[src/rtl/piso_serializer_if.sv]
// Load handshake and serial output bundle of the parallel-in/serial-out transmitter.
interface piso_serializer_if #(
  parameter int WIDTH = 8
);
  logic [WIDTH-1:0] din;
  logic             load_valid;
  logic             load_ready;
  logic             sout;
  logic             sout_valid;
  logic             busy;
  logic             done;

  modport master (
    output din, load_valid,
    input  load_ready, sout, sout_valid, busy, done
  );

  modport slave (
    input  din, load_valid,
    output load_ready, sout, sout_valid, busy, done
  );
endinterface

[src/rtl/piso_serializer.sv]
// Parallel-in/serial-out transmitter: one WIDTH-bit word per frame, one bit per clock.
// Optional feature: define PARITY_EN to append an even-parity bit to every frame.
module piso_serializer #(
  parameter int WIDTH     = 8,
  parameter bit MSB_FIRST = 1'b1
) (
  input  logic              clk,
  input  logic              rst_n,
  piso_serializer_if.slave  bus
);

`ifdef PARITY_EN
  localparam int FL = WIDTH + 1;
`else
  localparam int FL = WIDTH;
`endif
  localparam int CW = $clog2(FL + 1);
  localparam logic [CW-1:0] LAST_IDX = CW'(FL - 1);

  typedef enum logic [0:0] {
    IDLE  = 1'b0,
    SHIFT = 1'b1
  } state_t;

  // The shift register always presents the next bit at its MSB, so bit order is fixed at load.
  function automatic logic [WIDTH-1:0] order_bits(input logic [WIDTH-1:0] d);
    logic [WIDTH-1:0] r;
    r = d;
    if (!MSB_FIRST) begin
      for (int i = 0; i < WIDTH; i++) begin
        r[i] = d[WIDTH-1-i];
      end
    end else begin
      r = d;
    end
    return r;
  endfunction

`ifdef PARITY_EN
  function automatic logic even_parity(input logic [WIDTH-1:0] d);
    return ^d;
  endfunction

  function automatic logic [FL-1:0] build_frame(input logic [WIDTH-1:0] d);
    return {order_bits(d), even_parity(d)};
  endfunction
`else
  function automatic logic [FL-1:0] build_frame(input logic [WIDTH-1:0] d);
    return order_bits(d);
  endfunction
`endif

  state_t         state_r, state_s;
  logic [FL-1:0]  shreg_r, shreg_s;
  logic [CW-1:0]  cnt_r, cnt_s;
  logic           sout_r, sout_s;
  logic           sout_valid_r, sout_valid_s;
  logic           last_s;
  logic           ready_s;
  logic           accept_s;
  logic [FL-1:0]  frame_s;

  assign last_s   = (state_r == SHIFT) && (cnt_r == LAST_IDX);
  assign ready_s  = (state_r == IDLE) || last_s;
  assign accept_s = bus.load_valid && ready_s;
  assign frame_s  = build_frame(bus.din);

  // State, shift register, bit counter and registered serial outputs.
  always_ff @(posedge clk or negedge rst_n) begin
    if (!rst_n) begin
      state_r      <= IDLE;
      shreg_r      <= '0;
      cnt_r        <= '0;
      sout_r       <= 1'b0;
      sout_valid_r <= 1'b0;
    end else begin
      state_r      <= state_s;
      shreg_r      <= shreg_s;
      cnt_r        <= cnt_s;
      sout_r       <= sout_s;
      sout_valid_r <= sout_valid_s;
    end
  end

  // Next-state and datapath: an accept always wins, including in the last-bit cycle.
  always_comb begin
    state_s      = state_r;
    shreg_s      = shreg_r;
    cnt_s        = cnt_r;
    sout_s       = sout_r;
    sout_valid_s = sout_valid_r;
    case (state_r)
      IDLE: begin
        if (accept_s) begin
          state_s      = SHIFT;
          shreg_s      = {frame_s[FL-2:0], 1'b0};
          cnt_s        = '0;
          sout_s       = frame_s[FL-1];
          sout_valid_s = 1'b1;
        end else begin
          state_s      = IDLE;
        end
      end
      SHIFT: begin
        if (accept_s) begin
          state_s      = SHIFT;
          shreg_s      = {frame_s[FL-2:0], 1'b0};
          cnt_s        = '0;
          sout_s       = frame_s[FL-1];
          sout_valid_s = 1'b1;
        end else if (last_s) begin
          state_s      = IDLE;
          shreg_s      = '0;
          cnt_s        = '0;
          sout_s       = 1'b0;
          sout_valid_s = 1'b0;
        end else begin
          state_s      = SHIFT;
          shreg_s      = {shreg_r[FL-2:0], 1'b0};
          cnt_s        = cnt_r + CW'(1);
          sout_s       = shreg_r[FL-1];
          sout_valid_s = 1'b1;
        end
      end
      default: begin
        state_s      = IDLE;
        shreg_s      = '0;
        cnt_s        = '0;
        sout_s       = 1'b0;
        sout_valid_s = 1'b0;
      end
    endcase
  end

  assign bus.sout       = sout_r;
  assign bus.sout_valid = sout_valid_r;
  assign bus.busy       = (state_r == SHIFT);
  assign bus.done       = sout_valid_r && last_s;
  assign bus.load_ready = ready_s;

endmodule

[src/flat_wrapper.sv]
// flat-port wrapper written by rule: the top's interface ports become plain ports
module piso_serializer_flat 
#(
  parameter int WIDTH     = 8,
  parameter bit MSB_FIRST = 1'b1
)
  (clk, rst_n, bus_din, bus_load_valid, bus_load_ready, bus_sout, bus_sout_valid, bus_busy, bus_done);
  piso_serializer_if #(.WIDTH(WIDTH)) bus_i ();
  input  logic clk;
  input  logic rst_n;
  input wire logic [$bits(bus_i.din)-1:0] bus_din;
  input wire logic [$bits(bus_i.load_valid)-1:0] bus_load_valid;
  output wire logic [$bits(bus_i.load_ready)-1:0] bus_load_ready;
  output wire logic [$bits(bus_i.sout)-1:0] bus_sout;
  output wire logic [$bits(bus_i.sout_valid)-1:0] bus_sout_valid;
  output wire logic [$bits(bus_i.busy)-1:0] bus_busy;
  output wire logic [$bits(bus_i.done)-1:0] bus_done;
  assign bus_i.din = bus_din;
  assign bus_i.load_valid = bus_load_valid;
  assign bus_load_ready = bus_i.load_ready;
  assign bus_sout = bus_i.sout;
  assign bus_sout_valid = bus_i.sout_valid;
  assign bus_busy = bus_i.busy;
  assign bus_done = bus_i.done;
  piso_serializer #(.WIDTH(WIDTH), .MSB_FIRST(MSB_FIRST)) u_core (.clk(clk), .rst_n(rst_n), .bus(bus_i));
endmodule
[config.mk]
export PLATFORM = sky130hd
export DESIGN_NAME = piso_serializer_flat
export DESIGN_NICKNAME = d
export VERILOG_FILES = /design/src/rtl/piso_serializer_if.sv /design/src/rtl/piso_serializer.sv /design/src/flat_wrapper.sv
export SDC_FILE = /design/constraint.sdc
export NUM_CORES = 1
export LEC_CHECK = 0
export CORE_MARGIN = 3
export CORE_UTILIZATION = 39
export CTS_BUF_LIST = sky130_fd_sc_hd__clkbuf_2 sky130_fd_sc_hd__clkbuf_4 sky130_fd_sc_hd__clkbuf_8
export DETAILED_ROUTE_END_ITERATION = 10
export PLACE_DENSITY_LB_ADDON = 0.12
export SKIP_CTS_REPAIR_TIMING = 1
export SYNTH_ARGS = -nofsm -noshare
export SYNTH_HDL_FRONTEND = slang
export SYNTH_SLANG_ARGS = --single-unit
[constraint.sdc]
create_clock -name clk -period 3.65 [get_ports clk]
set_input_delay 0.73 -clock clk [delete_from_list [all_inputs] [get_ports clk]]
set_output_delay 0.73 -clock clk [all_outputs]
set_load 0.03 [all_outputs]
==> results.md <==
- Synthesized cell area: 698 sq um
- Total of warnings raised by yosys: 0
- WL final: about 1400 um
- Switching part of the total: between 30% and 40%
- Sequential fraction of the synthesis area: between 50% and 60%
- GRT Overall Usage: about an eighth
- CP Cell Sequence: ha_1, and3b_4, nor2_2, inv_1, clkdlybuf4s50_1
- Crit start category: flop
- Fmax: around 0.35 GHz
- DR vias: ~560
- CTS tree: yes
- CTS max path bufs: 2
- Fillers: 137
- Post-synthesis register bit count: 14
- Final Hold Vio Count: 0
- Pleak: 0.405 nW
- Number of global-route vias before repair: approximately 500
- Clk Latency, worst-skew pair: roughly 0.28 ns
- Initial antenna violation count: 0
- Setup ws final: 0.764 ns
- Setup TNS: 0 ns
- Slowest stage delay, CP: roughly 0.6 ns
- Router iterations before antenna repair: 4
- Total gr overflow: 0
- I/O Buffers: 15
- Starting density of the core: between 40 and 50%
- Clock power frac: ~18%
- Int Pwr: approximately 400 uW
- Dpl hpwl: about 1000 um
- Core Area: 1590 sq um
- Min Tclk post-route: 2.89 ns
- Die W: between 40 and 50 um
- Die height: about 48 um
- VDD IR max: about 0.45 mV
- Layout cells sized above 1: around an eighth
- WL/cell: 13.9 um
- Global-route wire length before repair: 2370 um
- Placer Congestion: ~0.68
- CP Max Fanout: 10
- Required time of the critical path: just under 3 ns
- Max-slew violations: 0
- Layout area overhead: 29.2%
- Status: finished clean
- Crit Path Category: reg -> out
- Diodes inserted: 0
- Final ANT Viol Nets: 0
- Worst Max-Slew Pin Slew: ~0.66 ns
- Cells after Synth: between 60 and 70
- CTS H-tree lvls: 1
- Die area: roughly 2300 sq um
- Remaining DRCs: 0
- CP Capture Type: output port
- Crit-path slowest cell: clkdlybuf4s50_1
- RSZ-0062 raised after global routing: false
- Slew headroom: 55.6%
- Syn Area/Cell: ~11 sq um
- Layout Nets: 93
- Final setup viols: 0
- Via density: 5.38
- Pwr Total: between 600 and 700 uW
- Boundary pin count: 16
- Multi-input gate area: ~320 sq um
- Post-Syn Nets: between 70 and 80
- Critical path data arrival time: approximately 2.2 ns
- Hold Path Class: reg -> reg
- Final Cycle Share: about four fifths
- Sequential share of power: roughly two fifths
- P per Cell Area: ~700 nW/um^2
- Pre-CTS setup slack: around 1.1 ns
- Distinct cells, synth: 23
- DR iter-0 viols: 20
- Max-cap viol count: 0
- Total CTS buffers: 3
- Clock sink total: 14
- Clk slew on worst S/H paths: approximately 0.090 ns
- Row Count: 14
- Clock root buffer: clkbuf_4
- Final Skew: roughly 0.0055 ns
- WHS: between 0.5 and 0.6 ns
- Comb pwr share: a little over two fifths
- Largest net degree at the start of global routing: 15
- Switch Pwr: about 230 uW
- Register area: 350 sq um
==> worst paths after layout <==
| path | from | depth (start not counted) | slack [ns] | to |
|---|---|---|---|---|
| min reg2reg | u_core.shreg_r[7] | 1 | 0.51 | u_core.bus.sout |
| min | u_core.shreg_r[7] | 1 | 0.51 | u_core.bus.sout |
| max reg2reg | u_core.cnt_r[0] | 4 | 2.15 | u_core.shreg_r[2] |
| max in group asynchronous | rst_n | 1 | 2.40 | u_core.shreg_r[5] |
| min in group asynchronous | rst_n | 1 | 0.84 | u_core.cnt_r[3] |
| max | u_core.cnt_r[0] | 5 | 0.76 | bus_load_ready |
==> power groups by stage <==
| stage | clock network [mW] | registers [mW] | logic (mW) |
|---|---|---|---|
| after detailed placement | 0 | 0.255 | 0.262 |
| after CTS | 0.116 | 0.252 | 0.264 |
| after floorplan | 0 | 0.264 | 0.167 |
| after global routing | 0.122 | 0.260 | 0.288 |
| after global placement | 0 | 0.252 | 0.261 |
| final | 0.113 | 0.253 | 0.262 |
==> layer usage <==
| layer | routed length [um] | GRT usage, % | up-vias |
|---|---|---|---|
| met1 | 749 | 18.8 | 273 |
| li1 | - | - | 264 |
| met4 | 14 | 7.11 | 0 |
| met2 | 580 | 17.2 | 20 |
| met5 | 0 | 0 | - |
| met3 | 103 | 3.37 | 2 |
==> registers in the layout, indices dropped and copies added (netlist names) <==
signal                 count
u_core.bus.busy            1
u_core.shreg_r             7
u_core.cnt_r               4
u_core.bus.sout_valid      1
u_core.bus.sout            1
==> kinds of logic (layout without fill, tap and decap cells) <==
group / Yosys count / after routing / share of synthesized area [%]
xor gates and xnor gates: 1 / 1 / 1.25
DFF: 14 / 14 / 50.2
buffers and inverters: 5 / 22 / 3.94
and+or+nand+nor: 22 / 22 / 16.1
muxes: 8 / 8 / 11.5
adders and majority gates: 1 / 1 / 1.79
AOI/OAI and AO/OA: 12 / 12 / 15.2
==> cells in the final DEF, fill, tap and decap left out <==
cell and n:
nand2_1 5, nand3_1 3, clkbuf_8 1, a221o_1 7, buf_4 1, o31ai_1 1, o22ai_1 1, clkbuf_4 3
xnor2_1 1, o21ai_0 1, or4_1 1, and2_4 1, nor2_1 8, dfrtp_1 14, a211o_1 1, ha_1 1
o2bb2ai_1 1, inv_1 2, or2_2 1, mux2i_1 8, clkdlybuf4s50_1 15, and3_2 1, nor2_2 1, and3b_4 1
==> per-stage QoR <==
stage	area [sq um]	utilization [%]	instances
after floorplan	698	-	63
after global placement	866	54.3	100
after detailed placement	866	54.3	100
after CTS	902	56.6	104
after global routing	902	56.6	104
final	902	56.6	104
==> area by class of cell <==
class | instances | area share (%)
flip-flops and latches | 14 | 38.8
repair buffers | 16 | 17.5
well taps | 24 | 3.33
clock buffers | 4 | 4.02
multi-input cells | 44 | 35.5
inverters | 2 | 0.832
==> critical path, delay by kind of cell (launching register included) <==
kind,cells,cell delay (ns)
fa+ha+maj,1,0.25
buf+inv,2,0.68
flops,1,0.42
simple gates,2,0.52
==> synth_stat cells <==
library cell | instances | area, sq um
dfrtp_1 | 14 | 350
nor2_1 | 8 | 30.0
o22ai_1 | 1 | 6.26
a211o_1 | 1 | 8.76
xnor2_1 | 1 | 8.76
buf_2 | 1 | 5.00
nor2_2 | 1 | 6.26
buf_6 | 1 | 11.3
o21ai_0 | 1 | 5.00
and3_2 | 1 | 7.51
o31ai_1 | 1 | 7.51
or4_1 | 1 | 7.51
a221o_1 | 7 | 70.1
clkbuf_1 | 1 | 3.75
or2_2 | 1 | 6.26
o2bb2ai_1 | 1 | 8.76
inv_1 | 2 | 7.51
nand2_1 | 5 | 18.8
and2_4 | 1 | 8.76
nand3_1 | 3 | 15.0
ha_1 | 1 | 12.5
mux2i_1 | 8 | 80.1
and3b_4 | 1 | 12.5
No activity file was read; power rests on OpenSTA's default activity.
